<file path="src/rtl/decode_hazard_ctrl_if.sv">
// Fetch/Decode issue handshake and writeback request bundle for decode_hazard_ctrl.
// The environment drives through master; the controller sits on slave.
interface decode_hazard_ctrl_if #(
  parameter int DATA_W      = 32,
  parameter int REG_W       = 5,
  parameter int NUM_REGS    = 32,
  parameter int STALL_CNT_W = 16
);
  logic                   inst_valid;
  logic [31:0]            instruction;
  logic                   dec_enable;
  logic                   stall;
  logic                   flush;

  logic                   alu_wb_req;
  logic [REG_W-1:0]       alu_wb_dst;
  logic [DATA_W-1:0]      alu_wb_data;
  logic                   alu_wb_gnt;

  logic                   mem_wb_req;
  logic [REG_W-1:0]       mem_wb_dst;
  logic [DATA_W-1:0]      mem_wb_data;
  logic                   mem_wb_gnt;

  logic                   rf_we;
  logic [REG_W-1:0]       rf_waddr;
  logic [DATA_W-1:0]      rf_wdata;
  logic [NUM_REGS-1:0]    pending;
  logic [STALL_CNT_W-1:0] stall_cnt;

  modport master (
    output inst_valid, instruction, flush,
    output alu_wb_req, alu_wb_dst, alu_wb_data,
    output mem_wb_req, mem_wb_dst, mem_wb_data,
    input  dec_enable, stall, alu_wb_gnt, mem_wb_gnt,
    input  rf_we, rf_waddr, rf_wdata, pending, stall_cnt
  );

  modport slave (
    input  inst_valid, instruction, flush,
    input  alu_wb_req, alu_wb_dst, alu_wb_data,
    input  mem_wb_req, mem_wb_dst, mem_wb_data,
    output dec_enable, stall, alu_wb_gnt, mem_wb_gnt,
    output rf_we, rf_waddr, rf_wdata, pending, stall_cnt
  );
endinterface

</file>
<file path="src/rtl/decode_hazard_ctrl.sv">
// Decode issue controller: pending-write scoreboard with RAW/WAW blocking, round-robin
// arbitration of the single register-file write port, and a saturating stall counter.
module decode_hazard_ctrl #(
  parameter int         NUM_REGS    = 32,
  parameter logic [6:0] OPC_STORE   = 7'd35,
  parameter logic [6:0] OPC_BRANCH  = 7'd48,
  parameter logic [6:0] OPC_NOP     = 7'd0,
  parameter int         STALL_CNT_W = 16,
  parameter int         DATA_W      = 32
) (
  input  logic               clk,
  input  logic               rst_n,
  decode_hazard_ctrl_if.slave bus
);
  localparam int   REG_W    = $clog2(NUM_REGS);
  localparam logic LAST_ALU = 1'b0;
  localparam logic LAST_MEM = 1'b1;

  function automatic logic [STALL_CNT_W-1:0] sat_inc(input logic [STALL_CNT_W-1:0] v);
    return (&v) ? v : v + 1'b1;
  endfunction

  logic [6:0]       opcode;
  logic [REG_W-1:0] dst, src1, src2;
  logic             unused_inst_bits;

  assign opcode           = bus.instruction[31:25];
  assign dst              = bus.instruction[24:20];
  assign src1             = bus.instruction[19:15];
  assign src2             = bus.instruction[14:10];
  assign unused_inst_bits = ^bus.instruction[9:0];

  logic [NUM_REGS-1:0]    pending_q, pending_d;
  logic                   rf_we_q, rf_we_d;
  logic [REG_W-1:0]       rf_waddr_q, rf_waddr_d;
  logic [DATA_W-1:0]      rf_wdata_q, rf_wdata_d;
  logic [STALL_CNT_W-1:0] stall_cnt_q, stall_cnt_d;
  logic                   last_gnt_q, last_gnt_d;

  logic writes_dst, hazard, issue, stall;
  logic alu_gnt, mem_gnt;

  assign writes_dst = (opcode != OPC_STORE) && (opcode != OPC_BRANCH) && (opcode != OPC_NOP);
  assign hazard     = pending_q[src1] | pending_q[src2] | (writes_dst & pending_q[dst]);

  // Issue outputs are forced low while reset is asserted, not just after the next edge.
  assign issue = rst_n & bus.inst_valid & ~hazard & ~bus.flush;
  assign stall = rst_n & bus.inst_valid & ~issue;

  always_comb begin
    alu_gnt = 1'b0;
    mem_gnt = 1'b0;
    if (rst_n) begin
      if (bus.alu_wb_req && bus.mem_wb_req) begin
        if (last_gnt_q == LAST_MEM) alu_gnt = 1'b1;
        else                        mem_gnt = 1'b1;
      end else if (bus.alu_wb_req) begin
        alu_gnt = 1'b1;
      end else if (bus.mem_wb_req) begin
        mem_gnt = 1'b1;
      end
    end
  end

  always_comb begin
    last_gnt_d = last_gnt_q;
    rf_we_d    = alu_gnt | mem_gnt;
    rf_waddr_d = rf_waddr_q;
    rf_wdata_d = rf_wdata_q;
    if (alu_gnt) begin
      last_gnt_d = LAST_ALU;
      rf_waddr_d = bus.alu_wb_dst;
      rf_wdata_d = bus.alu_wb_data;
    end else if (mem_gnt) begin
      last_gnt_d = LAST_MEM;
      rf_waddr_d = bus.mem_wb_dst;
      rf_wdata_d = bus.mem_wb_data;
    end
  end

  // The clear is applied before the set so a same-edge set on that register wins.
  always_comb begin
    pending_d = pending_q;
    if (rf_we_q)                pending_d[rf_waddr_q] = 1'b0;
    if (issue && writes_dst)    pending_d[dst]        = 1'b1;
    if (bus.flush)              pending_d             = '0;
  end

  assign stall_cnt_d = stall ? sat_inc(stall_cnt_q) : stall_cnt_q;

  always_ff @(posedge clk or negedge rst_n) begin
    if (!rst_n) begin
      pending_q   <= '0;
      rf_we_q     <= 1'b0;
      rf_waddr_q  <= '0;
      rf_wdata_q  <= '0;
      stall_cnt_q <= '0;
      last_gnt_q  <= LAST_MEM;
    end else begin
      pending_q   <= pending_d;
      rf_we_q     <= rf_we_d;
      rf_waddr_q  <= rf_waddr_d;
      rf_wdata_q  <= rf_wdata_d;
      stall_cnt_q <= stall_cnt_d;
      last_gnt_q  <= last_gnt_d;
    end
  end

  assign bus.dec_enable = issue;
  assign bus.stall      = stall;
  assign bus.alu_wb_gnt = alu_gnt;
  assign bus.mem_wb_gnt = mem_gnt;
  assign bus.rf_we      = rf_we_q;
  assign bus.rf_waddr   = rf_waddr_q;
  assign bus.rf_wdata   = rf_wdata_q;
  assign bus.pending    = pending_q;
  assign bus.stall_cnt  = stall_cnt_q;
endmodule
</file>
<file path="src/flat_wrapper.sv">
// flat-port wrapper written by rule: the top's interface ports become plain ports
module decode_hazard_ctrl_flat 
#(
  parameter int         NUM_REGS    = 32,
  parameter logic [6:0] OPC_STORE   = 7'd35,
  parameter logic [6:0] OPC_BRANCH  = 7'd48,
  parameter logic [6:0] OPC_NOP     = 7'd0,
  parameter int         STALL_CNT_W = 16,
  parameter int         DATA_W      = 32
)
  (clk, rst_n, bus_inst_valid, bus_instruction, bus_flush, bus_alu_wb_req, bus_alu_wb_dst, bus_alu_wb_data, bus_mem_wb_req, bus_mem_wb_dst, bus_mem_wb_data, bus_dec_enable, bus_stall, bus_alu_wb_gnt, bus_mem_wb_gnt, bus_rf_we, bus_rf_waddr, bus_rf_wdata, bus_pending, bus_stall_cnt);
  decode_hazard_ctrl_if #(.DATA_W(DATA_W), .NUM_REGS(NUM_REGS), .STALL_CNT_W(STALL_CNT_W)) bus_i ();
  input  logic clk;
  input  logic rst_n;
  input wire logic [$bits(bus_i.inst_valid)-1:0] bus_inst_valid;
  input wire logic [$bits(bus_i.instruction)-1:0] bus_instruction;
  input wire logic [$bits(bus_i.flush)-1:0] bus_flush;
  input wire logic [$bits(bus_i.alu_wb_req)-1:0] bus_alu_wb_req;
  input wire logic [$bits(bus_i.alu_wb_dst)-1:0] bus_alu_wb_dst;
  input wire logic [$bits(bus_i.alu_wb_data)-1:0] bus_alu_wb_data;
  input wire logic [$bits(bus_i.mem_wb_req)-1:0] bus_mem_wb_req;
  input wire logic [$bits(bus_i.mem_wb_dst)-1:0] bus_mem_wb_dst;
  input wire logic [$bits(bus_i.mem_wb_data)-1:0] bus_mem_wb_data;
  output wire logic [$bits(bus_i.dec_enable)-1:0] bus_dec_enable;
  output wire logic [$bits(bus_i.stall)-1:0] bus_stall;
  output wire logic [$bits(bus_i.alu_wb_gnt)-1:0] bus_alu_wb_gnt;
  output wire logic [$bits(bus_i.mem_wb_gnt)-1:0] bus_mem_wb_gnt;
  output wire logic [$bits(bus_i.rf_we)-1:0] bus_rf_we;
  output wire logic [$bits(bus_i.rf_waddr)-1:0] bus_rf_waddr;
  output wire logic [$bits(bus_i.rf_wdata)-1:0] bus_rf_wdata;
  output wire logic [$bits(bus_i.pending)-1:0] bus_pending;
  output wire logic [$bits(bus_i.stall_cnt)-1:0] bus_stall_cnt;
  assign bus_i.inst_valid = bus_inst_valid;
  assign bus_i.instruction = bus_instruction;
  assign bus_i.flush = bus_flush;
  assign bus_i.alu_wb_req = bus_alu_wb_req;
  assign bus_i.alu_wb_dst = bus_alu_wb_dst;
  assign bus_i.alu_wb_data = bus_alu_wb_data;
  assign bus_i.mem_wb_req = bus_mem_wb_req;
  assign bus_i.mem_wb_dst = bus_mem_wb_dst;
  assign bus_i.mem_wb_data = bus_mem_wb_data;
  assign bus_dec_enable = bus_i.dec_enable;
  assign bus_stall = bus_i.stall;
  assign bus_alu_wb_gnt = bus_i.alu_wb_gnt;
  assign bus_mem_wb_gnt = bus_i.mem_wb_gnt;
  assign bus_rf_we = bus_i.rf_we;
  assign bus_rf_waddr = bus_i.rf_waddr;
  assign bus_rf_wdata = bus_i.rf_wdata;
  assign bus_pending = bus_i.pending;
  assign bus_stall_cnt = bus_i.stall_cnt;
  decode_hazard_ctrl #(.NUM_REGS(NUM_REGS), .OPC_STORE(OPC_STORE), .OPC_BRANCH(OPC_BRANCH), .OPC_NOP(OPC_NOP), .STALL_CNT_W(STALL_CNT_W), .DATA_W(DATA_W)) u_core (.clk(clk), .rst_n(rst_n), .bus(bus_i));
endmodule
</file>
<file path="config.mk">
export PLATFORM = sky130hd
export DESIGN_NAME = decode_hazard_ctrl_flat
export DESIGN_NICKNAME = d
export VERILOG_FILES = /design/src/rtl/decode_hazard_ctrl_if.sv /design/src/rtl/decode_hazard_ctrl.sv /design/src/flat_wrapper.sv
export SDC_FILE = /design/constraint.sdc
export NUM_CORES = 1
export LEC_CHECK = 0
export CAP_MARGIN = 25
export CORE_MARGIN = 2
export CORE_UTILIZATION = 44
export DETAILED_ROUTE_END_ITERATION = 12
export PLACE_DENSITY = 0.89
export SYNTH_ARGS = -nofsm -noshare
export SYNTH_HDL_FRONTEND = slang
export SYNTH_SLANG_ARGS = --single-unit
</file>
<file path="constraint.sdc">
create_clock -name clk -period 3.9 [get_ports clk]
set_clock_uncertainty 0.1 [all_clocks]
set_input_delay 0.585 -clock clk [delete_from_list [all_inputs] [get_ports clk]]
set_output_delay 0.585 -clock clk [all_outputs]
set_load 0.02 [all_outputs]
</file>
# [Word level (Yosys, flattened, before mapping)]
# Cells that the tools add are included.
[word_totals] reg_bits=87 elab_cells=68
[op_classes] addsub=1 magnitude_cmp=6 eq_ne=2 mux=28 n_bitwise=15 n_reduce_logical=10
[op_table] operator="$mux W32" n=5
[op_table] operator="$and A32 B32 Y32" n=1
[op_table] operator="$not A32 Y32" n=1
[op_table] operator="$or A32 B32 Y32" n=1
[op_table] operator="$lt A5 B6 Y1 const B" n=4
[op_table] operator="$add A16 B1 Y16 const B" n=1
[op_table] operator="$mux W1" n=16
[op_table] operator="$reduce_and A16 Y1" n=1
[op_table] operator="$bmux W1 S5" n=3
[op_table] operator="$ne A7 B6 Y1 const B" n=2
[op_table] operator="$demux W1 S5" n=2
[op_table] operator="$ge A5 B1 Y1 const B" n=2
[op_table] operator="$mux W5" n=2
[op_table] operator="$reduce_bool A7 Y1" n=1
[op_table] operator="$logic_and A1 B1 Y1" n=6
[op_table] operator="$and A1 B1 Y1" n=5
[op_table] operator="$not A1 Y1" n=4
[op_table] operator="$or A1 B1 Y1" n=3
[op_table] operator="$reduce_and A2 Y1" n=1
[op_table] operator="$reduce_bool A2 Y1" n=1

# [Depth between registers and ports, before layout]
[logic_depth] depth_word=11 depth_mapped=11 mapped_depth_nobuf=7

# [Worst setup path after synthesis]
# OpenSTA, ideal clock, no wires.
[synth_path] path_type="input-to-output" from="input port bus_instruction[11]" to="output port bus_stall" arrival_time_ps=2694 path_slack_ps=521 cell_stages=9 path_buffers=3 path_cell_list="buf_2 mux4_2 mux2i_1 o22ai_1 or4_1 buf_6 clkbuf_1 inv_1 nor2_1"
[synth_between] elab_chain_cells=9
[synth_rtl] element="start, declared" line="flat_wrapper.sv:16" source="input wire logic [$bits(bus_i.instruction)-1:0] bus_instruction;"
[synth_rtl] element="$bmux W1 S5" line="decode_hazard_ctrl.sv:44" source="assign hazard = pending_q[src1] | pending_q[src2] | (writes_dst & pending_q[dst]);"
[synth_rtl] element="$mux W1 (implied by the code)" line="decode_hazard_ctrl.sv:44"
[synth_rtl] element="$or A1 B1 Y1 (2 in a row)" line="decode_hazard_ctrl.sv:44"
[synth_rtl] element="$not A1 Y1" line="decode_hazard_ctrl.sv:47" source="assign issue = rst_n & bus.inst_valid & ~hazard & ~bus.flush;"
[synth_rtl] element="$and A1 B1 Y1 (2 in a row)" line="decode_hazard_ctrl.sv:47"
[synth_rtl] element="net bus_dec_enable" line="flat_wrapper.sv:24" source="output wire logic [$bits(bus_i.dec_enable)-1:0] bus_dec_enable;"
[synth_rtl] element="$not A1 Y1" line="decode_hazard_ctrl.sv:48" source="assign stall = rst_n & bus.inst_valid & ~issue;"
[synth_rtl] element="$and A1 B1 Y1" line="decode_hazard_ctrl.sv:48"
[synth_rtl] element="end, declared" line="flat_wrapper.sv:25" source="output wire logic [$bits(bus_i.stall)-1:0] bus_stall;"
# The timed path passes the listed nets, and every way through them passes these cells. The select of a mux whose other input is x is not followed.

# [Worst setup path in the final report]
[layout_path] from="input port bus_instruction[12]" to="output port bus_stall"
[layout_between] elab_chain_cells=9
[layout_rtl] element="$bmux W1 S5" line="decode_hazard_ctrl.sv:44"
[layout_rtl] element="$mux W1 (implied by the code)" line="decode_hazard_ctrl.sv:44"
[layout_rtl] element="$or A1 B1 Y1 (2 in a row)" line="decode_hazard_ctrl.sv:44"
[layout_rtl] element="$not A1 Y1" line="decode_hazard_ctrl.sv:47"
[layout_rtl] element="$and A1 B1 Y1 (2 in a row)" line="decode_hazard_ctrl.sv:47"
[layout_rtl] element="$not A1 Y1" line="decode_hazard_ctrl.sv:48"
[layout_rtl] element="$and A1 B1 Y1" line="decode_hazard_ctrl.sv:48"
# No other way between the ends. The select of a mux whose other input is x is not followed.

==> results_dict.tcl <==
set metrics [dict create \
    p_leak_uw 0.00315 \
    synth-seq-cells 87 \
    cts.clk_slew.worst_paths_ps 60 \
    die_w_um 112 \
    grt_pass1_vias 5027 \
    cts_tree "yes" \
    startpoint_type "input port" \
    tns_ps 0 \
    end_kind "output pin" \
    setup_violations 0 \
    utilization 0.659 \
    drt_iter0_markers 617 \
    max_freq_mhz 270 \
    nFillCells 808 \
    cts_max_level 3 \
    syn_avg_cell_area_um2 9.97 \
    layout-drive-gt1-share 0.0970 \
    cts_root_buf "clkbuf_16" \
    grt_usage 0.255 \
    syn-cell-area_um2 5120 \
    post-place-ws_ps -196 \
    cpPeakStageDelay_ps 560 \
    hpwl_mm 12.3 \
    finalWirelength_mm 16.0 \
    outcome "finished, final reports clean" \
    synth_edf_count 0 \
    vias 4876 \
    ios 202 \
    antenna_found_initial 0 \
    io_buffers 191 \
    final_common_cell "clkdlybuf4s50_1" \
    cp_max_fo 3 \
    cp_top_family "simple AND/OR/NAND/NOR gates" \
    maxSlewViolCount 0 \
    remaining_drc_errors 0 \
    period_minus_slack_ps 3710 \
    ys.flop_type "dfrtp_1" \
    ctsLongestPathBuffers 2 \
    start_util 0.450 \
    path_buf_inv 3 \
    wl_per_cell_um 19.0 \
    layout_common_cells "clkdlybuf4s50_1, dfrtp_1, nand2_1" \
    ant_nets 0 \
    critical_path_arrival_ps 3020 \
    required_ps 3210 \
    area_growth_pct 46.3 \
    finalHoldViolations 0 \
    worstSetupPathType "input port to output pin" \
    firstDrtPassIters 7 \
    slew_headroom 0.390 \
    dieArea_um2 12500 \
    antennaDiodeCount 0 \
    die_h_um 112 \
    cap_violations 0 \
    clk_latency_ps 340 \
    syn-num-nets 626 \
    rsz0062_at_grt "false" \
    ir_drop_v 0.000243 \
    synth.distinct_cells 52 \
    post-route-period-util 0.951 \
    synth_cells 513 \
    viasPerCell 5.78 \
    p_per_area_nw_per_um2 350 \
    post-cts-setup-buffers 0 \
    synth_warnings 0 \
    nets 809 \
    core_area_um2 11400 \
    num_rows 39 \
    gp_congestion 0.955 \
    cts_sinks 87 \
    tightest_slew_ps 914 \
    grt_pass1_wl_mm 25.6 \
    grt_max_degree 70 \
    hold_ws_ps 151 \
    synth_seq_area_share 0.426 \
    timing.final.ws_setup_ps 193 \
    hold_path.class "input port to asynchronous set/reset pin" \
    cpMaxStageDelayCell "or4_1" \
    cts_buffers 9 \
    synthArstFlopShare 1.00 \
    path_cells "clkdlybuf4s50_1 -> mux4_2 -> nand2b_1 -> nand4b_1 -> nand4_1 -> or4_1 -> inv_1 -> nor2_1 -> dlygate4sd2_1" \
    grt_overflow 0 \
]
## per-stage QoR
step	total power [uW]	area, um^2	std cells
after global placement	1760	7200	828
final	2620	7490	844
after global routing	2720	7490	844
after CTS	2640	7480	844
after detailed placement	1790	7200	828
after floorplan	1400	5120	513
## synth_stat cells (2+ instances only)
master	number	area share
dfrtp_1	86	0.42
nand2_1	75	0.055
mux2i_1	71	0.14
o21ai_0	49	0.048
nand3_1	27	0.026
clkbuf_1	24	0.018
xnor2_1	12	0.021
and3_1	11	0.013
nor2_1	11	0.0081
a31o_2	8	0.014
inv_1	8	0.0059
mux4_2	8	0.035
nand2b_1	8	0.0098
o211ai_1	8	0.012
o21ai_2	8	0.014
a21oi_1	6	0.0059
o221ai_1	6	0.010
buf_2	5	0.0049
nand4_1	5	0.0061
a22oi_1	4	0.0059
a32o_1	4	0.0078
a41o_1	4	0.0078
buf_6	4	0.0088
nand3b_1	4	0.0059
nor2b_1	4	0.0049
nor3b_1	4	0.0059
o211a_1	4	0.0078
o311a_1	4	0.0078
and2_1	3	0.0037
buf_1	3	0.0022
nand4b_1	3	0.0051
nor3_1	3	0.0029
o22ai_1	3	0.0037
xor2_1	3	0.0051
a2bb2oi_1	2	0.0034
and3b_1	2	0.0034
mux2_2	2	0.0044
or2_2	2	0.0024
or4_1	2	0.0029
## where the power goes
| part | switching, uW | leakage [uW] | internal (uW) |
|---|---|---|---|
| logic | 342 | 0.00187 | 345 |
| registers | 94.1 | 0.00114 | 989 |
| clock network | 338 | 0.000140 | 513 |
| total | 775 | 0.00315 | 1850 |
## what timing repair did
item                       4_1_cts  5_1_grt
hold buffers                     0        0
gates resized for setup          3        1
setup endpoints to repair        2        1
## registers in the layout (all words and copies together), names as in the netlist
register and flops:
u_core.bus.rf_wdata 32, u_core.last_gnt_q 1, u_core.bus.rf_we 1, u_core.bus.rf_waddr 5, u_core.bus.pending 32, u_core.bus.stall_cnt 16
## logic make-up (layout without fill, tap and decap cells)
group | count (synthesis) | after routing | share of synthesized area
mux | 81 | 81 | 0.179
fa+ha+maj | 1 | 1 | 0.00245
xor+xnor | 15 | 15 | 0.0257
flops | 87 | 87 | 0.426
compound gates | 115 | 115 | 0.157
simple gates | 170 | 170 | 0.172
buf+inv | 44 | 232 | 0.0394
## worst paths after layout
kind / slack [ps] / to / depth (start not counted) / start
max: 190 / bus_stall / 9 / bus_instruction[12]
min: 150 / u_core.bus.pending[4] / 2 / rst_n
max reg2reg: 690 / u_core.bus.pending[0] / 8 / u_core.bus.pending[30]
min reg2reg: 380 / u_core.bus.rf_wdata[27] / 2 / u_core.bus.rf_wdata[27]
max in group asynchronous: 2410 / u_core.bus.stall_cnt[15] / 3 / rst_n
min in group clk: 380 / u_core.bus.rf_wdata[27] / 2 / u_core.bus.rf_wdata[27]
## metal layers
metal  part of all wire  GRT usage  routed length (um)
met3              0.086     0.0572                1380
met5                  0          0                   0
met1               0.40      0.313                6390
met2               0.50      0.447                7980
met4              0.016     0.0831                 261
## cell type report
class	instances	area, um^2	share of cell area
multi-input combinational	382	2760	0.368
sequential	87	2180	0.291
timing repair buffer	208	2050	0.274
clock buffer	13	250	0.0334
tap	143	179	0.0239
clock inverter	3	42.5	0.00568
inverter	8	30.0	0.00401
Note: power is estimated with default switching activity, not from simulation.
==> variant (same settings) <==
`DATA_W` is set to 32 in 3 places; all go to 64.
--- a/src/rtl/decode_hazard_ctrl_if.sv
+++ b/src/rtl/decode_hazard_ctrl_if.sv
@@ -3,3 +3,3 @@
 interface decode_hazard_ctrl_if #(
-  parameter int DATA_W      = 32,
+  parameter int DATA_W      = 64,
   parameter int REG_W       = 5,
--- a/src/rtl/decode_hazard_ctrl.sv
+++ b/src/rtl/decode_hazard_ctrl.sv
@@ -8,3 +8,3 @@
   parameter int         STALL_CNT_W = 16,
-  parameter int         DATA_W      = 32
+  parameter int         DATA_W      = 64
 ) (
--- a/src/flat_wrapper.sv
+++ b/src/flat_wrapper.sv
@@ -8,3 +8,3 @@
   parameter int         STALL_CNT_W = 16,
-  parameter int         DATA_W      = 32
+  parameter int         DATA_W      = 64
 )
Interface: changed (resized bus_alu_wb_data, bus_mem_wb_data and bus_rf_wdata); port bits go from 202 to 298. No check against the original RTL was run, so the function may have changed too.
==> variant against the unedited design <==
Critical path type unchanged; power rose by 55%; routed wire length up 34%; worst setup slack worse by 0.043 ns; count of clock-buffer cells in the layout grew 9; sequential cell count increased by 32; combinational power rose by 48%; core utilization grew 5.3 points; final area rose by 39%; critical endpoint unchanged; area after synthesis up 29%.
==> variant: results <==
[synth]
synth_cell_type_count = 46
synth_compound_area_share_pct = 13.3
syn-num-nets = 848
synthCells = 671
synth_area_leaders = "dfrtp_1 (45%), mux2i_1 (16%), o21ai_0 (6.7%), nand2_1 (6.1%), mux4_2 (2.7%)"
synth_adder_area_share_pct = 0.189
synthMuxAreaShare_pct = 18.7
yosysSeqAreaShare_pct = 45.1
netlist_top_cells_count = "dfrtp_1 (118), nand2_1 (108), mux2i_1 (103), o21ai_0 (89), clkbuf_1 (35)"
synth_xor_area_share_pct = 1.99
async_flop_share_pct = 100

[worst_hold_path]
hold_path.class = "reg -> reg"
hold_path.startpoint = "u_core.bus.rf_wdata[13]$_DFFE_PN0P_"

[power_and_ir_drop]
p_sw_share_pct = 28.3
power_frac_comb_pct = 25.1
power.density_mw_per_mm2 = 392
pwr-share-clk_pct = 38.5
p_leak_nw = 4.23
ir_drop_mv = 0.282

[outcome]
status = "finished, final reports clean"

[final_layout]
layout-drive-gt1-share_pct = 8.47
nets = 1133

[timing]
period_share_pct = 96.1
slew_headroom_pct = 49.6
timing.hold.ws_ns = 0.375

[drt]
wire_per_inst_um = 18.7
route.met3.wl_um = 1820
dr.first_iter.drc_count = 411
wl_met2_um = 10600
viasPerCell = 5.59
met1_length_um = 7980

[placed_design]
pre_cts_ws_ns = -0.113
routabilityCongestion = 0.912
dp_hpwl_um = 16200
port_buffers = 287

[critical_path]
critPathArrivalTime_ns = 3.06
r2r-start = "u_core.bus.pending[6]$_DFF_PN0_"
ff2ff_setup_slack_ns = 0.66
rr_worst_depth = 9
r2r-end = "u_core.bus.pending[25]$_DFF_PN0_"
crit_slowest_cell = "clkdlybuf4s50_1"

[global_route]
met3_usage_pct = 6.75
use_met2_pct = 45.8
grt_max_degree = 76
antenna_found_initial = 1
grt_pass1_wl_um = 34400
grt_pass1_vias = 6636

[clock_network]
cts_hold_buf = 1
clk_latency_ns = 0.41
cts_buffers = 17
==> variant: cell types whose count changed after synthesis, moves of 11 or more <==
cell and change:
dfrtp_1 +32, o41ai_1 +16, nand3b_1 +16, nand2_1 +33, nor2b_1 +16, mux2i_1 +32, clkbuf_1 +11, o21ai_0 +40
==> variant: area by class of cell <==
| type | count | area [sq um] |
|---|---|---|
| Multi-Input combinational cell | 499 | 3420 |
| Sequential cell | 119 | 2980 |
| Timing Repair Buffer | 314 | 3130 |
| Fill cell | 1036 | 4220 |
| Clock buffer | 22 | 464 |
| Inverter | 5 | 18.8 |
| Antenna cell | 1 | 2.50 |
| Clock inverter | 9 | 125 |
| Tap cell | 184 | 230 |
==> variant: worst max-delay path: cells and delay by family <==
| kind | cells | cell delay [ns] |
|---|---|---|
| multiplexers | 1 | 0.48 |
| AND/OR/NAND/NOR | 4 | 0.73 |
| buffers and inverters | 4 | 1.13 |
| AO/OA/AOI/OAI | 1 | 0.14 |
